--- config.mk ---
export PLATFORM = sky130hd
export DESIGN_NAME = square_painter_flat
export DESIGN_NICKNAME = d
export VERILOG_FILES = /design/src/rtl/square_painter_pkg.sv /design/src/rtl/square_painter_if.sv /design/src/rtl/square_painter_pixel_scan_counter.sv /design/src/rtl/square_painter.sv /design/src/flat_wrapper.sv
export SDC_FILE = /design/constraint.sdc
export NUM_CORES = 1
export LEC_CHECK = 0
export CORE_MARGIN = 10
export CORE_UTILIZATION = 23
export DETAILED_ROUTE_END_ITERATION = 8
export GPL_ROUTABILITY_DRIVEN = 1
export GPL_TIMING_DRIVEN = 0
export MAX_ROUTING_LAYER = met4
export PLACE_DENSITY_LB_ADDON = 0.08
export SYNTH_ARGS = -nofsm -noshare
export SYNTH_HDL_FRONTEND = slang
export SYNTH_SLANG_ARGS = --single-unit
--- constraint.sdc ---
create_clock -name clk -period 11.2 [get_ports clk]
set_clock_uncertainty 0.15 [all_clocks]
set_input_delay 1.68 -clock clk [delete_from_list [all_inputs] [get_ports clk]]
set_output_delay 1.68 -clock clk [all_outputs]
set_load 0.01 [all_outputs]
--- src/rtl/square_painter_pkg.sv ---
// Shared types and constants for the square painter.
// Holds the FSM state encoding, coordinate widths, screen limits and colour codes.
package square_pkg;

    localparam int unsigned COORD_W  = 11;
    localparam int unsigned SUM_W    = 12;
    localparam int unsigned SCREEN_W = 640;
    localparam int unsigned SCREEN_H = 480;

    localparam logic COLOR_BG = 1'b0;
    localparam logic COLOR_SQ = 1'b1;

    typedef enum logic [2:0] {
        IDLE,
        ERASE,
        DRAW,
        DONE
    } paint_state_t;

endpackage

--- src/rtl/square_painter_if.sv ---
// Pixel write bus from the painter to the frame-buffer writer.
//   px_x, px_y : pixel address
//   px_color   : 0 = background, 1 = square
//   px_we      : write valid
//   pix_ready  : frame buffer accepts the write this cycle
interface square_painter_if;
    import square_pkg::*;

    logic [COORD_W-1:0] px_x;
    logic [COORD_W-1:0] px_y;
    logic               px_color;
    logic               px_we;
    logic               pix_ready;

    modport master (
        input  pix_ready,
        output px_x,
        output px_y,
        output px_color,
        output px_we
    );

    modport slave (
        output pix_ready,
        input  px_x,
        input  px_y,
        input  px_color,
        input  px_we
    );

endinterface

--- src/rtl/square_painter_pixel_scan_counter.sv ---
// Row-major col/row scan counter over a SIZE x SIZE square.
//   clk, reset : clock, synchronous active-high reset
//   clear      : restart the scan at (0,0)
//   advance    : step to the next pixel (col inner, row outer, wraps)
//   col, row   : scan position being loaded on this edge, so the caller can
//                register an address for it in the same cycle
//   last       : the current (registered) position is the final pixel
module pixel_scan_counter #(
    parameter  int unsigned SIZE = 16,
    localparam int unsigned CW   = (SIZE > 1) ? $clog2(SIZE) : 1
) (
    input  logic          clk,
    input  logic          reset,
    input  logic          clear,
    input  logic          advance,
    output logic [CW-1:0] col,
    output logic [CW-1:0] row,
    output logic          last
);

    localparam logic [CW-1:0] MAX_IDX = CW'(SIZE - 1);

    logic [CW-1:0] col_q;
    logic [CW-1:0] row_q;

    // Next scan position
    always_comb begin
        col = col_q;
        row = row_q;
        if (clear) begin
            col = '0;
            row = '0;
        end else if (advance) begin
            if (col_q == MAX_IDX) begin
                col = '0;
                row = (row_q == MAX_IDX) ? '0 : row_q + CW'(1);
            end else begin
                col = col_q + CW'(1);
            end
        end
    end

    always_ff @(posedge clk) begin
        if (reset) begin
            col_q <= '0;
            row_q <= '0;
        end else begin
            col_q <= col;
            row_q <= row;
        end
    end

    assign last = (col_q == MAX_IDX) && (row_q == MAX_IDX);

endmodule

--- src/rtl/square_painter.sv ---
// Erases the previously drawn square, then draws the square at the newly
// requested location, issuing one clipped pixel write per cycle.
//   clk, reset   : clock, synchronous active-high reset
//   start        : redraw request, honoured only in IDLE
//   x_loc, y_loc : new top-left corner, latched on an accepted start
//   pix          : pixel write bus (master side)
//   busy         : high while erasing or drawing
//   done         : one-cycle pulse when the redraw finishes
module square_painter
    import square_pkg::*;
#(
    parameter int unsigned SIZE     = 16,
    parameter int unsigned SCREEN_W = square_pkg::SCREEN_W,
    parameter int unsigned SCREEN_H = square_pkg::SCREEN_H
) (
    input  logic                clk,
    input  logic                reset,
    input  logic                start,
    input  logic [COORD_W-1:0]  x_loc,
    input  logic [COORD_W-1:0]  y_loc,
    square_painter_if.master    pix,
    output logic                busy,
    output logic                done
);

    localparam int unsigned CW = (SIZE > 1) ? $clog2(SIZE) : 1;

    paint_state_t state;
    paint_state_t state_nxt;

    logic [COORD_W-1:0] new_x, new_y;
    logic [COORD_W-1:0] prev_x, prev_y;
    logic               prev_valid;

    logic [CW-1:0] col, row;
    logic          last;
    logic          clear;
    logic          advance;
    logic          in_pass;
    logic          accept_start;

    logic [COORD_W-1:0] base_x, base_y;
    logic [SUM_W-1:0]   sum_x, sum_y;
    logic               clip;

    logic               px_we_q, px_color_q;
    logic [COORD_W-1:0] px_x_q, px_y_q;
    logic               px_we_d, px_color_d, busy_d, done_d;
    logic [COORD_W-1:0] px_x_d, px_y_d;

    assign in_pass      = (state == ERASE) || (state == DRAW);
    assign accept_start = (state == IDLE) && start;
    // A clipped pixel (px_we low) moves on after one cycle; a real write waits for ready.
    assign advance      = in_pass && (!px_we_q || pix.pix_ready);

    pixel_scan_counter #(.SIZE(SIZE)) u_scan (
        .clk     (clk),
        .reset   (reset),
        .clear   (clear),
        .advance (advance),
        .col     (col),
        .row     (row),
        .last    (last)
    );

    // State register
    always_ff @(posedge clk) begin
        if (reset) begin
            state <= IDLE;
        end else begin
            state <= state_nxt;
        end
    end

    // Next-state logic
    always_comb begin
        state_nxt = state;
        clear     = 1'b0;
        case (state)
            IDLE: begin
                if (start) begin
                    clear     = 1'b1;
                    state_nxt = prev_valid ? ERASE : DRAW;
                end
            end
            ERASE: begin
                if (advance && last) begin
                    clear     = 1'b1;
                    state_nxt = DRAW;
                end
            end
            DRAW: begin
                if (advance && last) begin
                    state_nxt = DONE;
                end
            end
            DONE:    state_nxt = IDLE;
            default: state_nxt = IDLE;
        endcase
    end

    // Output logic: values for the pixel presented in the next cycle
    always_comb begin
        px_we_d    = 1'b0;
        px_color_d = COLOR_BG;
        px_x_d     = '0;
        px_y_d     = '0;
        busy_d     = 1'b0;
        done_d     = (state_nxt == DONE);

        // The new location is not yet latched on the start edge, so take it from the inputs.
        if (state_nxt == ERASE) begin
            base_x = prev_x;
            base_y = prev_y;
        end else if (accept_start) begin
            base_x = x_loc;
            base_y = y_loc;
        end else begin
            base_x = new_x;
            base_y = new_y;
        end

        sum_x = SUM_W'(base_x) + SUM_W'(col);
        sum_y = SUM_W'(base_y) + SUM_W'(row);
        clip  = (sum_x >= SUM_W'(SCREEN_W)) || (sum_y >= SUM_W'(SCREEN_H));

        if ((state_nxt == ERASE) || (state_nxt == DRAW)) begin
            busy_d     = 1'b1;
            px_color_d = (state_nxt == DRAW) ? COLOR_SQ : COLOR_BG;
            if (!clip) begin
                px_we_d = 1'b1;
                px_x_d  = sum_x[COORD_W-1:0];
                px_y_d  = sum_y[COORD_W-1:0];
            end
        end
    end

    // Location latches and output registers
    always_ff @(posedge clk) begin
        if (reset) begin
            new_x      <= '0;
            new_y      <= '0;
            prev_x     <= '0;
            prev_y     <= '0;
            prev_valid <= 1'b0;
            px_we_q    <= 1'b0;
            px_color_q <= 1'b0;
            px_x_q     <= '0;
            px_y_q     <= '0;
            busy       <= 1'b0;
            done       <= 1'b0;
        end else begin
            if (accept_start) begin
                new_x <= x_loc;
                new_y <= y_loc;
            end
            if ((state == DRAW) && (state_nxt == DONE)) begin
                prev_x     <= new_x;
                prev_y     <= new_y;
                prev_valid <= 1'b1;
            end
            px_we_q    <= px_we_d;
            px_color_q <= px_color_d;
            px_x_q     <= px_x_d;
            px_y_q     <= px_y_d;
            busy       <= busy_d;
            done       <= done_d;
        end
    end

    assign pix.px_we    = px_we_q;
    assign pix.px_color = px_color_q;
    assign pix.px_x     = px_x_q;
    assign pix.px_y     = px_y_q;

endmodule

--- src/flat_wrapper.sv ---
// flat-port wrapper written by rule: the top's interface ports become plain ports
module square_painter_flat import square_pkg::*;
#(
    parameter int unsigned SIZE     = 16,
    parameter int unsigned SCREEN_W = square_pkg::SCREEN_W,
    parameter int unsigned SCREEN_H = square_pkg::SCREEN_H
)
  (clk, reset, start, x_loc, y_loc, busy, done, pix_pix_ready, pix_px_x, pix_px_y, pix_px_color, pix_px_we);
  square_painter_if pix_i ();
  input  logic clk;
  input  logic reset;
  input  logic start;
  input  logic [COORD_W-1:0] x_loc;
  input  logic [COORD_W-1:0] y_loc;
  output logic busy;
  output logic done;
  input wire logic [$bits(pix_i.pix_ready)-1:0] pix_pix_ready;
  output wire logic [$bits(pix_i.px_x)-1:0] pix_px_x;
  output wire logic [$bits(pix_i.px_y)-1:0] pix_px_y;
  output wire logic [$bits(pix_i.px_color)-1:0] pix_px_color;
  output wire logic [$bits(pix_i.px_we)-1:0] pix_px_we;
  assign pix_i.pix_ready = pix_pix_ready;
  assign pix_px_x = pix_i.px_x;
  assign pix_px_y = pix_i.px_y;
  assign pix_px_color = pix_i.px_color;
  assign pix_px_we = pix_i.px_we;
  square_painter #(.SIZE(SIZE), .SCREEN_W(SCREEN_W), .SCREEN_H(SCREEN_H)) u_core (.clk(clk), .reset(reset), .start(start), .x_loc(x_loc), .y_loc(y_loc), .pix(pix_i), .busy(busy), .done(done));
endmodule
==> results.yml <==
detailed_routing:
  dr_pass1_iterations: 4
  totalWireLength_um: 12900
  via_per_inst: 4.54
  first_iter_violations: 219
  drt.antenna.violating_nets: 0
  via_count: 3553
  remaining_drc_errors: 0
  drt-wirelength-per-cell_um: 16.4
timing:
  fin_crit_sh_pct: 69.3
  grt_setup_unrepaired: "false"
  final_period_minus_worst_setup_slack_ps: 7760
  drv_slew: 0
  fin_hold_ws_ps: 302
  maxClockFrequency_ghz: 0.129
  maxSlewHeadroom_pct: 28.0
  tns_ps: 0
  setup_viol_count_final: 0
  hold_viol_final: 0
  worst_margin_slew_ps: 1070
synth:
  synth_cells: 488
  async_flop_share_pct: 0
  synthesis.yosys.warnings: 0
  postSynthRegisterBits: 82
  synth_cell_types: 52
  synth_enable_flop_cells: 0
  syn_area_um2: 4100
  ys_seq_area_share_pct: 40.1
  synth_flop_cell: "sky130_fd_sc_hd__dfxtp_1"
  synth.avg_cell_area_um2: 8.39
setup_path:
  critical_path_buf_inv_count: 5
  worst_path_max_delay_cell: "sky130_fd_sc_hd__nor3_2"
  critPathTopFamily: "compound AO/OA/AOI/OAI gates"
  crit_path_cell_trace: "clkdlybuf4s50_1, nand2b_1, nand4_1, o21ai_1, clkbuf_1, buf_1, nor2_1, a21oi_1, ha_1, inv_1, fa_1, nand2b_1, a21oi_1, o21ai_1, xor2_1, nor3_1, nor3_2, buf_4, nor3_1"
  timing.critical_path.arrival_ps: 7830
  cell_depth_of_the_worst_flop_to_flop_path: 19
  crit_path_start: "pix_pix_ready"
  reg2reg_launch_point: "u_core.u_scan.col_q[0]"
  launching_element_type_of_the_critical_path: "primary input"
  worstSetupEndpointType: "flop"
  cp_slowest_stage_delay_ps: 860
  ff2ff_setup_slack_ps: 4560
  critPathRequiredTime_ps: 11270
  timing.critical_path.fanout_max: 10
  regToRegEndpoint: "u_core.pix.px_x[6]"
  worstSetupPathType: "in2reg"
clock_network:
  cts_hold_buf: 0
  postCtsResizedCells: 0
  tritoncts_clock_tree: "done"
  number_of_sinks_driven_by_the_clock_tree: 82
  htree_num_levels: 3
  insertion_delay_ps: 350
  cts_inserted_buffers: 9
  clk_pin_slew_worst_paths_ps: 70
  clock_path_buffers: 2
  cts-root-buf: "sky130_fd_sc_hd__clkbuf_16"
  cts_setup_buffers: 0
global_routing:
  number_of_global_route_vias_before_repair: 3516
  gr-total-overflow: 0
  grtUsageMet3_pct: 2.24
  global_route_wire_length_before_repair_um: 19900
  gr-max-usage-layer: "met2"
  grt_use_total_pct: 11.0
  use_met2_pct: 16.2
  gr-usage-met1_pct: 14.6
  grt_start_max_net_pins: 15
  number_of_antenna_violations_at_the_first_check_in_global_routing: 0
power:
  finalPower_mw: 0.698
  worst_ir_drop_vdd_uv: 73.2
  power_per_cell_area_nw_per_um2: 134
  cell_leakage_power_nw: 1.91
finish:
  fill_cells: 1852
  final_core_utilization_pct: 30.1
  layout.nets: 591
  area.growth.synth_to_final_pct: 27.6
  drive_gt1_share_pct: 7.53
  antenna_cells: 0
floorplan:
  effective_utilization_at_floorplan_pct: 23.6
  core.rowCount: 48
  top_level_ports: 52
  die_height_um: 153
  die_area_um2: 23500
  die-width_um: 153
  core_area_um2: 17400
hold_path:
  hold_path_depth: 2
  holdPathEnd: "u_core.prev_x[9]"
  worst_hold_startpoint: "u_core.new_x[9]"
  worst_hold_path_class: "reg2reg"
placed_design:
  gpl.final_weighted_congestion: 0.800
  place_hpwl_um: 9880
  port_buffers: 51
status:
  outcome: "completed"
run:
  max_cap_violations: 0
-- Yosys cell counts (4+ instances only) --
master	n	area, µm²
sky130_fd_sc_hd__dfxtp_1	82	1640
sky130_fd_sc_hd__nand2_1	75	282
sky130_fd_sc_hd__nor2_1	60	225
sky130_fd_sc_hd__a21oi_1	47	235
sky130_fd_sc_hd__mux2i_1	23	230
sky130_fd_sc_hd__nor3_1	22	110
sky130_fd_sc_hd__clkbuf_1	14	52.6
sky130_fd_sc_hd__xnor2_1	13	114
sky130_fd_sc_hd__nand3_1	11	55.1
sky130_fd_sc_hd__xor2_1	11	96.3
sky130_fd_sc_hd__and3_1	10	62.6
sky130_fd_sc_hd__ha_1	10	125
sky130_fd_sc_hd__o21ai_0	9	45.0
sky130_fd_sc_hd__inv_1	8	30.0
sky130_fd_sc_hd__nor3b_1	8	60.1
sky130_fd_sc_hd__a2111oi_2	5	75.1
sky130_fd_sc_hd__a21o_1	5	37.5
sky130_fd_sc_hd__nor2b_1	5	31.3
sky130_fd_sc_hd__a211oi_1	4	30.0
sky130_fd_sc_hd__buf_1	4	15.0
sky130_fd_sc_hd__buf_2	4	20.0
sky130_fd_sc_hd__buf_4	4	30.0
sky130_fd_sc_hd__nand2b_1	4	25.0
sky130_fd_sc_hd__nand4_1	4	25.0
sky130_fd_sc_hd__o21ai_1	4	20.0
sky130_fd_sc_hd__or3_1	4	25.0
-- placed cells by master, fill, tap and decap left out, drive strengths merged, types with 5 or more instances in the layout --
master	instances
buf	14
ha	10
a21oi	48
nor2b	5
clkdlybuf4s50	51
and3	10
dfxtp	82
o21ai	13
nor3	25
nor3b	8
nand3	11
mux2i	23
clkbuf	24
inv	8
xnor2	13
a2111oi	8
nand2	75
nor2	60
a21o	5
xor2	11
-- worst max path at each step --
| stage | end | slack, ps | cells past startpoint |
|---|---|---|---|
| 6_report | u_core.pix.px_x[6] | 3440 | 19 |
| 4_1_cts | u_core.pix.px_x[6] | 3410 | 19 |
| 3_3_place_gp | u_core.pix.px_y[0] | 3040 | 19 |
| 3_5_place_dp | u_core.pix.px_x[6] | 3060 | 19 |
| 5_1_grt | u_core.pix.px_x[6] | 2900 | 19 |
| 2_1_floorplan | u_core.pix.px_x[3] | 5320 | 16 |
-- area by class of cell --
| type | count | area (µm²) | area share (%) |
|---|---|---|---|
| buffer | 28 | 140 | 2.68 |
| clock buffer | 10 | 239 | 4.57 |
| clock inverter | 6 | 90.1 | 1.72 |
| inverter | 8 | 30.0 | 0.574 |
| multi-input combinational | 373 | 2300 | 43.9 |
| sequential | 82 | 1640 | 31.4 |
| tap | 225 | 282 | 5.38 |
| timing repair buffer | 51 | 510 | 9.76 |
-- metrics by stage --
stage,cells,worst slack [ps],area (µm²)
4_1_cts,783,3410,5230
2_1_floorplan,491,5320,4110
3_5_place_dp,767,3060,4900
3_3_place_gp,767,3040,4900
6_report,783,3440,5230
5_1_grt,783,2900,5230
-- layer usage --
layer  vias up  part of all wire (%)
met3        15                   5.0
met5         -                     0
li1       1813                     -
met1      1641                    50
met2        84                    43
met4         0                   1.8
-- worst reg2reg max path, stage by stage (launching register included) --
cell and delay, ps:
sky130_fd_sc_hd__dfxtp_1 390, sky130_fd_sc_hd__ha_1 200, sky130_fd_sc_hd__and3_1 220, sky130_fd_sc_hd__nand4_1 220, sky130_fd_sc_hd__o21ai_1 720, sky130_fd_sc_hd__clkbuf_1 420
sky130_fd_sc_hd__buf_1 430, sky130_fd_sc_hd__nor2_1 80, sky130_fd_sc_hd__a21oi_1 230, sky130_fd_sc_hd__ha_1 250, sky130_fd_sc_hd__inv_1 70, sky130_fd_sc_hd__fa_1 400
sky130_fd_sc_hd__nand2b_1 170, sky130_fd_sc_hd__a21oi_1 620, sky130_fd_sc_hd__o21ai_1 250, sky130_fd_sc_hd__xor2_1 330, sky130_fd_sc_hd__nor3_1 120, sky130_fd_sc_hd__nor3_2 860
sky130_fd_sc_hd__buf_4 320, sky130_fd_sc_hd__nor3_1 70
-- cells by family (layout without fill, tap and decap cells) --
kind of cell / count (synthesis) / in the layout / synth area share, %
AND/OR/NAND/NOR: 219 / 219 / 25.6
AO/OA/AOI/OAI: 90 / 90 / 15.0
flip-flops: 82 / 82 / 40.1
buffers and inverters: 36 / 103 / 4.15
XOR/XNOR: 24 / 24 / 5.13
multiplexers: 24 / 24 / 5.99
adder cells (fa/ha/maj): 12 / 12 / 4.03
other: 1 / 4 / 0.0915
-- registers in the layout (all words and copies together) (netlist names) --
signal	cells
u_core.new_x	11
u_core.new_y	11
u_core.pix.px_x	11
u_core.pix.px_y	11
u_core.prev_x	11
u_core.prev_y	11
u_core.u_scan.col_q	4
u_core.u_scan.row_q	4
u_core.state	3
u_core.busy	1
u_core.done	1
u_core.pix.px_color	1
u_core.pix.px_we	1
u_core.prev_valid	1
-- report_power, final --
group	switching, mW	internal [mW]
logic	0.0363	0.0280
clock network	0.130	0.202
registers	0.00392	0.298
(Power assumes the default switching activity.)
